`src/rtl/rv32imf_pkg.sv`:
```
// Shared types and constants for the rv32imf memory arbiter.
// Contents: arbiter FSM state enum, requester IDs, bus widths and the
// request payload struct that is captured while a request waits for grant.
package rv32imf_pkg;

    localparam int unsigned XLEN = 32;
    localparam int unsigned BE_W = 4;

    typedef enum logic [0:0] {
        ARB_IDLE = 1'b0,
        ARB_HOLD = 1'b1
    } arb_state_e;

    localparam logic ARB_ID_INSTR = 1'b0;
    localparam logic ARB_ID_DATA  = 1'b1;

    // One shared-bus request as presented on mem_*
    typedef struct packed {
        logic            id;
        logic [XLEN-1:0] addr;
        logic            we;
        logic [BE_W-1:0] be;
        logic [XLEN-1:0] wdata;
    } arb_req_t;

endpackage

```
`src/rtl/rv32imf_mem_arbiter_if.sv`:
```
// Bus bundle between fetch/load-store requesters, the arbiter and memory.
// Signals:
//   instr_*  : fetch request (req/addr in), grant and response (out)
//   data_*   : load-store request (req/addr/we/be/wdata in), grant and response (out)
//   mem_*    : shared bus request (out), grant and in-order response (in)
//   busy_o   : arbiter has outstanding work
// Modports: slave = arbiter side, master = requester/memory side.
interface rv32imf_mem_arbiter_if;
    import rv32imf_pkg::*;

    logic            instr_req_i;
    logic [XLEN-1:0] instr_addr_i;
    logic            instr_gnt_o;
    logic            instr_rvalid_o;
    logic [XLEN-1:0] instr_rdata_o;

    logic            data_req_i;
    logic [XLEN-1:0] data_addr_i;
    logic            data_we_i;
    logic [BE_W-1:0] data_be_i;
    logic [XLEN-1:0] data_wdata_i;
    logic            data_gnt_o;
    logic            data_rvalid_o;
    logic [XLEN-1:0] data_rdata_o;

    logic            mem_req_o;
    logic [XLEN-1:0] mem_addr_o;
    logic            mem_we_o;
    logic [BE_W-1:0] mem_be_o;
    logic [XLEN-1:0] mem_wdata_o;
    logic            mem_gnt_i;
    logic            mem_rvalid_i;
    logic [XLEN-1:0] mem_rdata_i;

    logic            busy_o;

    modport slave (
        input  instr_req_i, instr_addr_i,
        input  data_req_i, data_addr_i, data_we_i, data_be_i, data_wdata_i,
        input  mem_gnt_i, mem_rvalid_i, mem_rdata_i,
        output instr_gnt_o, instr_rvalid_o, instr_rdata_o,
        output data_gnt_o, data_rvalid_o, data_rdata_o,
        output mem_req_o, mem_addr_o, mem_we_o, mem_be_o, mem_wdata_o,
        output busy_o
    );

    modport master (
        output instr_req_i, instr_addr_i,
        output data_req_i, data_addr_i, data_we_i, data_be_i, data_wdata_i,
        output mem_gnt_i, mem_rvalid_i, mem_rdata_i,
        input  instr_gnt_o, instr_rvalid_o, instr_rdata_o,
        input  data_gnt_o, data_rvalid_o, data_rdata_o,
        input  mem_req_o, mem_addr_o, mem_we_o, mem_be_o, mem_wdata_o,
        input  busy_o
    );

endinterface

```
`src/rtl/rv32imf_arb_id_fifo.sv`:
```
// In-order FIFO of requester IDs for granted-but-unanswered bus transactions.
// Ports:
//   clk, rst   : clock, async active-high reset (empties the FIFO)
//   push_i     : store push_id_i (ignored when full)
//   push_id_i  : requester ID of the granted transaction
//   pop_i      : drop the head entry (ignored when empty)
//   head_o     : ID of the oldest outstanding transaction
//   full_o     : cnt_o == DEPTH
//   empty_o    : cnt_o == 0
//   cnt_o      : number of stored IDs
module rv32imf_arb_id_fifo #(
    parameter  int unsigned DEPTH = 2,
    localparam int unsigned CNT_W = $clog2(DEPTH) + 1,
    localparam int unsigned PTR_W = (DEPTH > 1) ? $clog2(DEPTH) : 1
) (
    input  logic             clk,
    input  logic             rst,
    input  logic             push_i,
    input  logic             push_id_i,
    input  logic             pop_i,
    output logic             head_o,
    output logic             full_o,
    output logic             empty_o,
    output logic [CNT_W-1:0] cnt_o
);

    logic [DEPTH-1:0] mem_q, mem_d;
    logic [PTR_W-1:0] wr_ptr_q, wr_ptr_d;
    logic [PTR_W-1:0] rd_ptr_q, rd_ptr_d;
    logic [CNT_W-1:0] cnt_q, cnt_d;
    logic             do_push, do_pop;

    // Pointers wrap modulo DEPTH, which need not be a power of two
    function automatic logic [PTR_W-1:0] ptr_inc(input logic [PTR_W-1:0] p);
        return (p == PTR_W'(DEPTH - 1)) ? '0 : p + PTR_W'(1);
    endfunction

    assign full_o  = (cnt_q == CNT_W'(DEPTH));
    assign empty_o = (cnt_q == '0);
    assign head_o  = mem_q[rd_ptr_q];
    assign cnt_o   = cnt_q;

    // Next-state for storage, pointers and occupancy
    always_comb begin
        mem_d    = mem_q;
        wr_ptr_d = wr_ptr_q;
        rd_ptr_d = rd_ptr_q;
        cnt_d    = cnt_q;
        do_push  = push_i && !full_o;
        do_pop   = pop_i && !empty_o;
        if (do_push) begin
            mem_d[wr_ptr_q] = push_id_i;
            wr_ptr_d        = ptr_inc(wr_ptr_q);
        end
        if (do_pop) begin
            rd_ptr_d = ptr_inc(rd_ptr_q);
        end
        case ({do_push, do_pop})
            2'b10:   cnt_d = cnt_q + CNT_W'(1);
            2'b01:   cnt_d = cnt_q - CNT_W'(1);
            default: cnt_d = cnt_q;
        endcase
    end

    always_ff @(posedge clk or posedge rst) begin
        if (rst) begin
            mem_q    <= '0;
            wr_ptr_q <= '0;
            rd_ptr_q <= '0;
            cnt_q    <= '0;
        end else begin
            mem_q    <= mem_d;
            wr_ptr_q <= wr_ptr_d;
            rd_ptr_q <= rd_ptr_d;
            cnt_q    <= cnt_d;
        end
    end

endmodule

```
`src/rtl/rv32imf_mem_arbiter.sv`:
```
// Two-requester (fetch, load-store) arbiter onto one in-order memory bus.
// Ports:
//   clk  : clock, rising edge
//   rst  : asynchronous active-high reset
//   bus  : rv32imf_mem_arbiter_if.slave (requester, memory and busy signals)
// Parameter MAX_OUTSTANDING (1..8): granted-but-unanswered transaction limit.
// Build option: define RV32IMF_ARB_RR_EN for round-robin arbitration;
// otherwise data requests always beat instruction requests.
// Grants and response routing are combinational; a request that waits for
// grant is captured and held stable on mem_* until accepted.
module rv32imf_mem_arbiter
    import rv32imf_pkg::*;
#(
    parameter int unsigned MAX_OUTSTANDING = 2
) (
    input  logic                       clk,
    input  logic                       rst,
    rv32imf_mem_arbiter_if.slave       bus
);

    localparam int unsigned CNT_W = $clog2(MAX_OUTSTANDING) + 1;

    arb_state_e       state_q, state_d;
    arb_req_t         hold_q, hold_d;
    arb_req_t         live_req, cur_req;
    logic             win_id;
    logic             mem_req;
    logic             grant;
    logic             rsp_hit;
    logic             fifo_head, fifo_full, fifo_empty;
    logic [CNT_W-1:0] fifo_cnt;
`ifdef RV32IMF_ARB_RR_EN
    logic             rr_q, rr_d;
`endif

    // Winner among live requesters (only meaningful in ARB_IDLE)
    always_comb begin
        win_id = ARB_ID_DATA;
`ifdef RV32IMF_ARB_RR_EN
        if (bus.instr_req_i && bus.data_req_i) begin
            win_id = rr_q;
        end else if (bus.instr_req_i) begin
            win_id = ARB_ID_INSTR;
        end
`else
        if (!bus.data_req_i) begin
            win_id = ARB_ID_INSTR;
        end
`endif
    end

    // Request payload of the live winner; fetches are full-word reads
    always_comb begin
        live_req    = '0;
        live_req.id = win_id;
        if (win_id == ARB_ID_DATA) begin
            live_req.addr  = bus.data_addr_i;
            live_req.we    = bus.data_we_i;
            live_req.be    = bus.data_be_i;
            live_req.wdata = bus.data_wdata_i;
        end else begin
            live_req.addr  = bus.instr_addr_i;
            live_req.we    = 1'b0;
            live_req.be    = '1;
            live_req.wdata = '0;
        end
    end

    assign cur_req = (state_q == ARB_HOLD) ? hold_q : live_req;
    // No request while the ID FIFO is full, even if a response lands this cycle
    assign mem_req = !rst && !fifo_full &&
                     ((state_q == ARB_HOLD) || bus.instr_req_i || bus.data_req_i);
    assign grant   = mem_req && bus.mem_gnt_i;
    assign rsp_hit = !rst && bus.mem_rvalid_i && !fifo_empty;

    // Arbiter FSM next state and request capture
    always_comb begin
        state_d = state_q;
        hold_d  = hold_q;
`ifdef RV32IMF_ARB_RR_EN
        rr_d    = rr_q;
        if (grant) begin
            rr_d = ~cur_req.id;
        end
`endif
        case (state_q)
            ARB_IDLE: begin
                if (mem_req && !bus.mem_gnt_i) begin
                    state_d = ARB_HOLD;
                    hold_d  = live_req;
                end
            end
            ARB_HOLD: begin
                if (grant) begin
                    state_d = ARB_IDLE;
                end
            end
            default: state_d = ARB_IDLE;
        endcase
    end

    always_ff @(posedge clk or posedge rst) begin
        if (rst) begin
            state_q <= ARB_IDLE;
            hold_q  <= '0;
`ifdef RV32IMF_ARB_RR_EN
            rr_q    <= ARB_ID_DATA;
`endif
        end else begin
            state_q <= state_d;
            hold_q  <= hold_d;
`ifdef RV32IMF_ARB_RR_EN
            rr_q    <= rr_d;
`endif
        end
    end

    rv32imf_arb_id_fifo #(
        .DEPTH (MAX_OUTSTANDING)
    ) u_id_fifo (
        .clk       (clk),
        .rst       (rst),
        .push_i    (grant),
        .push_id_i (cur_req.id),
        .pop_i     (rsp_hit),
        .head_o    (fifo_head),
        .full_o    (fifo_full),
        .empty_o   (fifo_empty),
        .cnt_o     (fifo_cnt)
    );

    // Bus request side
    assign bus.mem_req_o   = mem_req;
    assign bus.mem_addr_o  = mem_req ? cur_req.addr  : '0;
    assign bus.mem_we_o    = mem_req ? cur_req.we    : 1'b0;
    assign bus.mem_be_o    = mem_req ? cur_req.be    : '0;
    assign bus.mem_wdata_o = mem_req ? cur_req.wdata : '0;

    // Grants and response routing to the requesters
    assign bus.instr_gnt_o    = grant && (cur_req.id == ARB_ID_INSTR);
    assign bus.data_gnt_o     = grant && (cur_req.id == ARB_ID_DATA);
    assign bus.instr_rvalid_o = rsp_hit && (fifo_head == ARB_ID_INSTR);
    assign bus.data_rvalid_o  = rsp_hit && (fifo_head == ARB_ID_DATA);
    assign bus.instr_rdata_o  = bus.instr_rvalid_o ? bus.mem_rdata_i : '0;
    assign bus.data_rdata_o   = bus.data_rvalid_o  ? bus.mem_rdata_i : '0;
    assign bus.busy_o         = !rst && ((fifo_cnt != '0) || mem_req);

    // A response with nothing outstanding is dropped; flag it in simulation
    always_ff @(posedge clk) begin
        if (!rst) begin
            stray_rvalid: assert (!(bus.mem_rvalid_i && fifo_empty))
                else $warning("rv32imf_mem_arbiter: rvalid with no outstanding request dropped");
        end
    end

endmodule

```
`src/flat_wrapper.sv`:
```
// flat-port wrapper written by rule: the top's interface ports become plain ports
module rv32imf_mem_arbiter_flat import rv32imf_pkg::*;
#(
    parameter int unsigned MAX_OUTSTANDING = 2
)
  (clk, rst, bus_instr_req_i, bus_instr_addr_i, bus_data_req_i, bus_data_addr_i, bus_data_we_i, bus_data_be_i, bus_data_wdata_i, bus_mem_gnt_i, bus_mem_rvalid_i, bus_mem_rdata_i, bus_instr_gnt_o, bus_instr_rvalid_o, bus_instr_rdata_o, bus_data_gnt_o, bus_data_rvalid_o, bus_data_rdata_o, bus_mem_req_o, bus_mem_addr_o, bus_mem_we_o, bus_mem_be_o, bus_mem_wdata_o, bus_busy_o);
  rv32imf_mem_arbiter_if bus_i ();
  input  logic clk;
  input  logic rst;
  input wire logic [$bits(bus_i.instr_req_i)-1:0] bus_instr_req_i;
  input wire logic [$bits(bus_i.instr_addr_i)-1:0] bus_instr_addr_i;
  input wire logic [$bits(bus_i.data_req_i)-1:0] bus_data_req_i;
  input wire logic [$bits(bus_i.data_addr_i)-1:0] bus_data_addr_i;
  input wire logic [$bits(bus_i.data_we_i)-1:0] bus_data_we_i;
  input wire logic [$bits(bus_i.data_be_i)-1:0] bus_data_be_i;
  input wire logic [$bits(bus_i.data_wdata_i)-1:0] bus_data_wdata_i;
  input wire logic [$bits(bus_i.mem_gnt_i)-1:0] bus_mem_gnt_i;
  input wire logic [$bits(bus_i.mem_rvalid_i)-1:0] bus_mem_rvalid_i;
  input wire logic [$bits(bus_i.mem_rdata_i)-1:0] bus_mem_rdata_i;
  output wire logic [$bits(bus_i.instr_gnt_o)-1:0] bus_instr_gnt_o;
  output wire logic [$bits(bus_i.instr_rvalid_o)-1:0] bus_instr_rvalid_o;
  output wire logic [$bits(bus_i.instr_rdata_o)-1:0] bus_instr_rdata_o;
  output wire logic [$bits(bus_i.data_gnt_o)-1:0] bus_data_gnt_o;
  output wire logic [$bits(bus_i.data_rvalid_o)-1:0] bus_data_rvalid_o;
  output wire logic [$bits(bus_i.data_rdata_o)-1:0] bus_data_rdata_o;
  output wire logic [$bits(bus_i.mem_req_o)-1:0] bus_mem_req_o;
  output wire logic [$bits(bus_i.mem_addr_o)-1:0] bus_mem_addr_o;
  output wire logic [$bits(bus_i.mem_we_o)-1:0] bus_mem_we_o;
  output wire logic [$bits(bus_i.mem_be_o)-1:0] bus_mem_be_o;
  output wire logic [$bits(bus_i.mem_wdata_o)-1:0] bus_mem_wdata_o;
  output wire logic [$bits(bus_i.busy_o)-1:0] bus_busy_o;
  assign bus_i.instr_req_i = bus_instr_req_i;
  assign bus_i.instr_addr_i = bus_instr_addr_i;
  assign bus_i.data_req_i = bus_data_req_i;
  assign bus_i.data_addr_i = bus_data_addr_i;
  assign bus_i.data_we_i = bus_data_we_i;
  assign bus_i.data_be_i = bus_data_be_i;
  assign bus_i.data_wdata_i = bus_data_wdata_i;
  assign bus_i.mem_gnt_i = bus_mem_gnt_i;
  assign bus_i.mem_rvalid_i = bus_mem_rvalid_i;
  assign bus_i.mem_rdata_i = bus_mem_rdata_i;
  assign bus_instr_gnt_o = bus_i.instr_gnt_o;
  assign bus_instr_rvalid_o = bus_i.instr_rvalid_o;
  assign bus_instr_rdata_o = bus_i.instr_rdata_o;
  assign bus_data_gnt_o = bus_i.data_gnt_o;
  assign bus_data_rvalid_o = bus_i.data_rvalid_o;
  assign bus_data_rdata_o = bus_i.data_rdata_o;
  assign bus_mem_req_o = bus_i.mem_req_o;
  assign bus_mem_addr_o = bus_i.mem_addr_o;
  assign bus_mem_we_o = bus_i.mem_we_o;
  assign bus_mem_be_o = bus_i.mem_be_o;
  assign bus_mem_wdata_o = bus_i.mem_wdata_o;
  assign bus_busy_o = bus_i.busy_o;
  rv32imf_mem_arbiter #(.MAX_OUTSTANDING(MAX_OUTSTANDING)) u_core (.clk(clk), .rst(rst), .bus(bus_i));
endmodule
```
`config.mk`:
```
export PLATFORM = sky130hd
export DESIGN_NAME = rv32imf_mem_arbiter_flat
export DESIGN_NICKNAME = d
export VERILOG_FILES = /design/src/rtl/rv32imf_pkg.sv /design/src/rtl/rv32imf_mem_arbiter_if.sv /design/src/rtl/rv32imf_arb_id_fifo.sv /design/src/rtl/rv32imf_mem_arbiter.sv /design/src/flat_wrapper.sv
export SDC_FILE = /design/constraint.sdc
export NUM_CORES = 1
export LEC_CHECK = 0
export BUFFER_PORTS_ARGS = -buffer_cell sky130_fd_sc_hd__buf_4
export CORE_MARGIN = 2
export CORE_UTILIZATION = 51
export CTS_BUF_LIST = sky130_fd_sc_hd__clkbuf_2
export DETAILED_ROUTE_END_ITERATION = 12
export MAX_ROUTING_LAYER = met4
export PLACE_DENSITY = 0.95
export REMOVE_ABC_BUFFERS = 1
export SYNTH_ARGS = -nofsm -noshare
export SYNTH_HDL_FRONTEND = slang
export SYNTH_HIERARCHICAL = 1
export SYNTH_SLANG_ARGS = --single-unit
```
`constraint.sdc`:
```
create_clock -name clk -period 3.8 [get_ports clk]
set_input_delay 0.19 -clock clk [delete_from_list [all_inputs] [get_ports clk]]
set_output_delay 0.19 -clock clk [all_outputs]
set_load 0.01 [all_outputs]
```
==> results by group <==
Synth
  – Seq/Total Area, Yosys: 35.4%
  – Synthesized area: 5450 um^2
  – Commonest cells in the netlist: dfrtp_1, mux2_4, and2_1, nor2_1, mux2i_1
  – Area share of the largest cell type after synthesis: between 30% and 40%
  – Ranking of synthesized cells by area: dfrtp_1, mux2_4, and2_1
  – Cell count after synthesis: 531
  – Number of synthesized register bits: 77
  – Area leader, netlist: dfrtp_1
  – Ys async rst share: 100%
  – Top-count cell post-synth: dfrtp_1
  – Synth Flop Type: dfrtp_1
  – Synth Area per Inst: 10.3 um^2
  – Post-synth EDFFs: 0
  – Synth unique cells: 30
  – Ys Warns: 6

Timing
  – Tmin final: about 2900 ps
  – Final setup vio count: 0
  – RSZ-0062 raised after global routing: false
  – Worst Tran Pin Value: 1210 ps
  – F_max: 339 MHz
  – Max Slew Vio Count: 0
  – Final Cycle Share: 77.6%
  – Clk_skew: 53.9 ps
  – Final hold violation count: 0
  – Worst Setup Slack, final: approximately 850 ps
  – Rel. slew slack: between 10% and 20%

Critical path
  – CP Max Fanout: 73
  – Critical-path cell list: nand2b_2 -> inv_1 -> nor2_1 -> o31ai_4 -> buf_4 -> inv_1 -> and3_1 -> buf_4
  – WP data arrival: around 2800 ps
  – Worst Path Required: 3610 ps
  – Max stage delay on crit path: 620 ps
  – Crit path kind: reg -> out
  – Slowest cell on the critical path: buf_4
  – Critical Path Start Type: flop
  – Worst Setup End Kind: primary output

Clocking
  – CTS sink count: 77
  – Clock Tree Root: clkbuf_2
  – CTS tree: built
  – Clock slew at reported path FFs: 270 ps
  – Max clock buf depth: 2
  – CTS buffer count: 9
  – Postcts setup bufs: 0
  – Clock Latency Late Sink: 520 ps
  – CTS H-tree depth: 3

Floorplan
  – Core box area: 10,400 um^2
  – Starting Density: 52.6%
  – Die area: ~12,000 um^2
  – Die Span X: approximately 110 um
  – Die span in y: 107 um
  – I/O pins: 278
  – FP Rows: 37

Place
  – GPL Wtd Cong: 0.931
  – Port Buffers: 277
  – DP Wirelength: 12.0 mm
  – Place WS: 1200 ps

Route
  – Wire per inst: 17.8 um
  – DR iter-0 viols: 277
  – Via density: about 5.2
  – Routed wire length: between 15 and 20 mm
  – TritonRoute pass-1 iters: 4
  – Via Count: 5,156
  – Number of nets still failing antenna checks after routing: 0
  – Drt drc: 0

Power
  – Overall power: 0.00424 W
  – LEAKAGE: 4.31 nW
  – Peak supply drop: 0.000363 V
  – PD cells: a little over 500 nW/um^2

GRT
  – Vias in the first global route: 5,198
  – Pin count of the biggest net entering global routing: 105
  – Initial antenna violation count: 2
  – Total track usage: 30.4%
  – First-pass GRT wire length: roughly 27 mm
  – Total gr overflow: 0

Final layout
  – Fraction of layout cells with a size suffix above 1: about half
  – Final net count: 980
  – Area grow syn2layout: 51.0%
  – FILL cells: 611

Min path
  – Hold Crit Class: in -> reg

Flow run
  – Total of max-cap violations: 0

Run status
  – Status: completed
[area by class of cell]
class                           instances  area (um^2)  area share, %
Multi-Input combinational cell        405         3290           39.9
Tap cell                              136          170           2.07
Clock inverter                          7         55.1          0.669
Clock buffer                            9         45.0          0.547
Sequential cell                        77         1930           23.5
Antenna cell                            3         7.51         0.0912
Inverter                                5         18.8          0.228
Timing Repair Buffer                  342         2720           33.0
[per-stage QoR]
stage / hold slack (ps) / std cells / cell area, um^2 / setup TNS (ps) / util (%)
global route: 2.60 / 983 / 8230 / 0 / 79.3
CTS: 0.00144 / 970 / 8110 / 0 / 78.2
detailed placement: 183 / 906 / 7530 / 0 / 72.6
floorplan: -19.0 / 487 / 5210 / -251320 / -
finish: 46.1 / 984 / 8230 / 0 / 79.4
global placement: 161 / 906 / 7530 / 0 / 72.6
[path summary, 6_finish.rpt]
kind	from	to	slack, ps	cells past startpoint
worst max-delay path	u_core/u_id_fifo/cnt_o[0]	bus_data_gnt_o	850	8
worst min-delay path	bus_data_wdata_i[9]	u_core/hold_q[9]	50	3
worst max register to register	u_core/u_id_fifo/cnt_o[0]	u_core/hold_q[25]	1200	6
worst min register to register	u_core/u_id_fifo/rd_ptr_q	u_core/u_id_fifo/rd_ptr_q	510	1
max in group asynchronous	rst	u_core/hold_q[2]	2450	4
min in group asynchronous	rst	u_core/u_id_fifo/wr_ptr_q	200	3
[state kept, by name (all words and copies together) (netlist names), named ones only]
register and flops:
u_core/u_id_fifo/cnt_o 2, u_core/u_id_fifo/mem_q 2, u_core/hold_q 70, u_core/u_id_fifo/wr_ptr_q 1, u_core/u_id_fifo/rd_ptr_q 1
[metal layers]
metal	vias up	wire, um	part of all wire [%]	global-route usage (%)
met5	-	0	0	-
met4	0	901	5.2	17.0
met3	58	994	5.7	3.87
met2	222	8920	51	52.8
met1	2465	6660	38	33.9
li1	2411	-	-	-
[layout by cell type, fill, tap and decap left out, drive strengths merged, types with 9 or more instances in the layout]
master	count
a21oi	34
and2	64
and3	33
buf	283
clkbuf	9
dfrtp	77
dlygate4sd3	59
inv	9
mux2	104
mux2i	36
nand2	34
nand2b	36
nor2	41
[power breakdown]
group / internal (W) / switching [W] / leakage [nW]
Combinational: 0.00133 / 0.00105 / 3.30
Sequential: 0.00119 / 0.000250 / 0.941
Clock: 0.0000951 / 0.000315 / 0.0614
[worst max-delay path, delay by kind of cell, from the launching register on]
family | cells | cell delay, ps
buf+inv | 4 | 1080
compound gates | 1 | 70
simple gates | 3 | 560
flops | 1 | 470
[logic make-up (layout without fill, tap and decap cells)]
logic type | after synthesis | count (layout) | synth area share (%)
AOI/OAI and AO/OA | 40 | 40 | 3.97
DFF | 77 | 77 | 35.4
other | 0 | 3 | 0
and+or+nand+nor | 219 | 219 | 22.1
buffers and inverters | 49 | 363 | 4.73
muxes | 140 | 140 | 32.8
adders and majority gates | 1 | 1 | 0.230
xor gates and xnor gates | 5 | 5 | 0.804
[timing repair]
| action | in CTS | in global routing |
|---|---|---|
| resized for setup | 0 | 0 |
| setup endpoints to repair | 0 | 0 |
| hold buffers | 48 | 11 |
| endpoints found under the hold margin | 76 | 9 |
(Power assumes the default switching activity.)
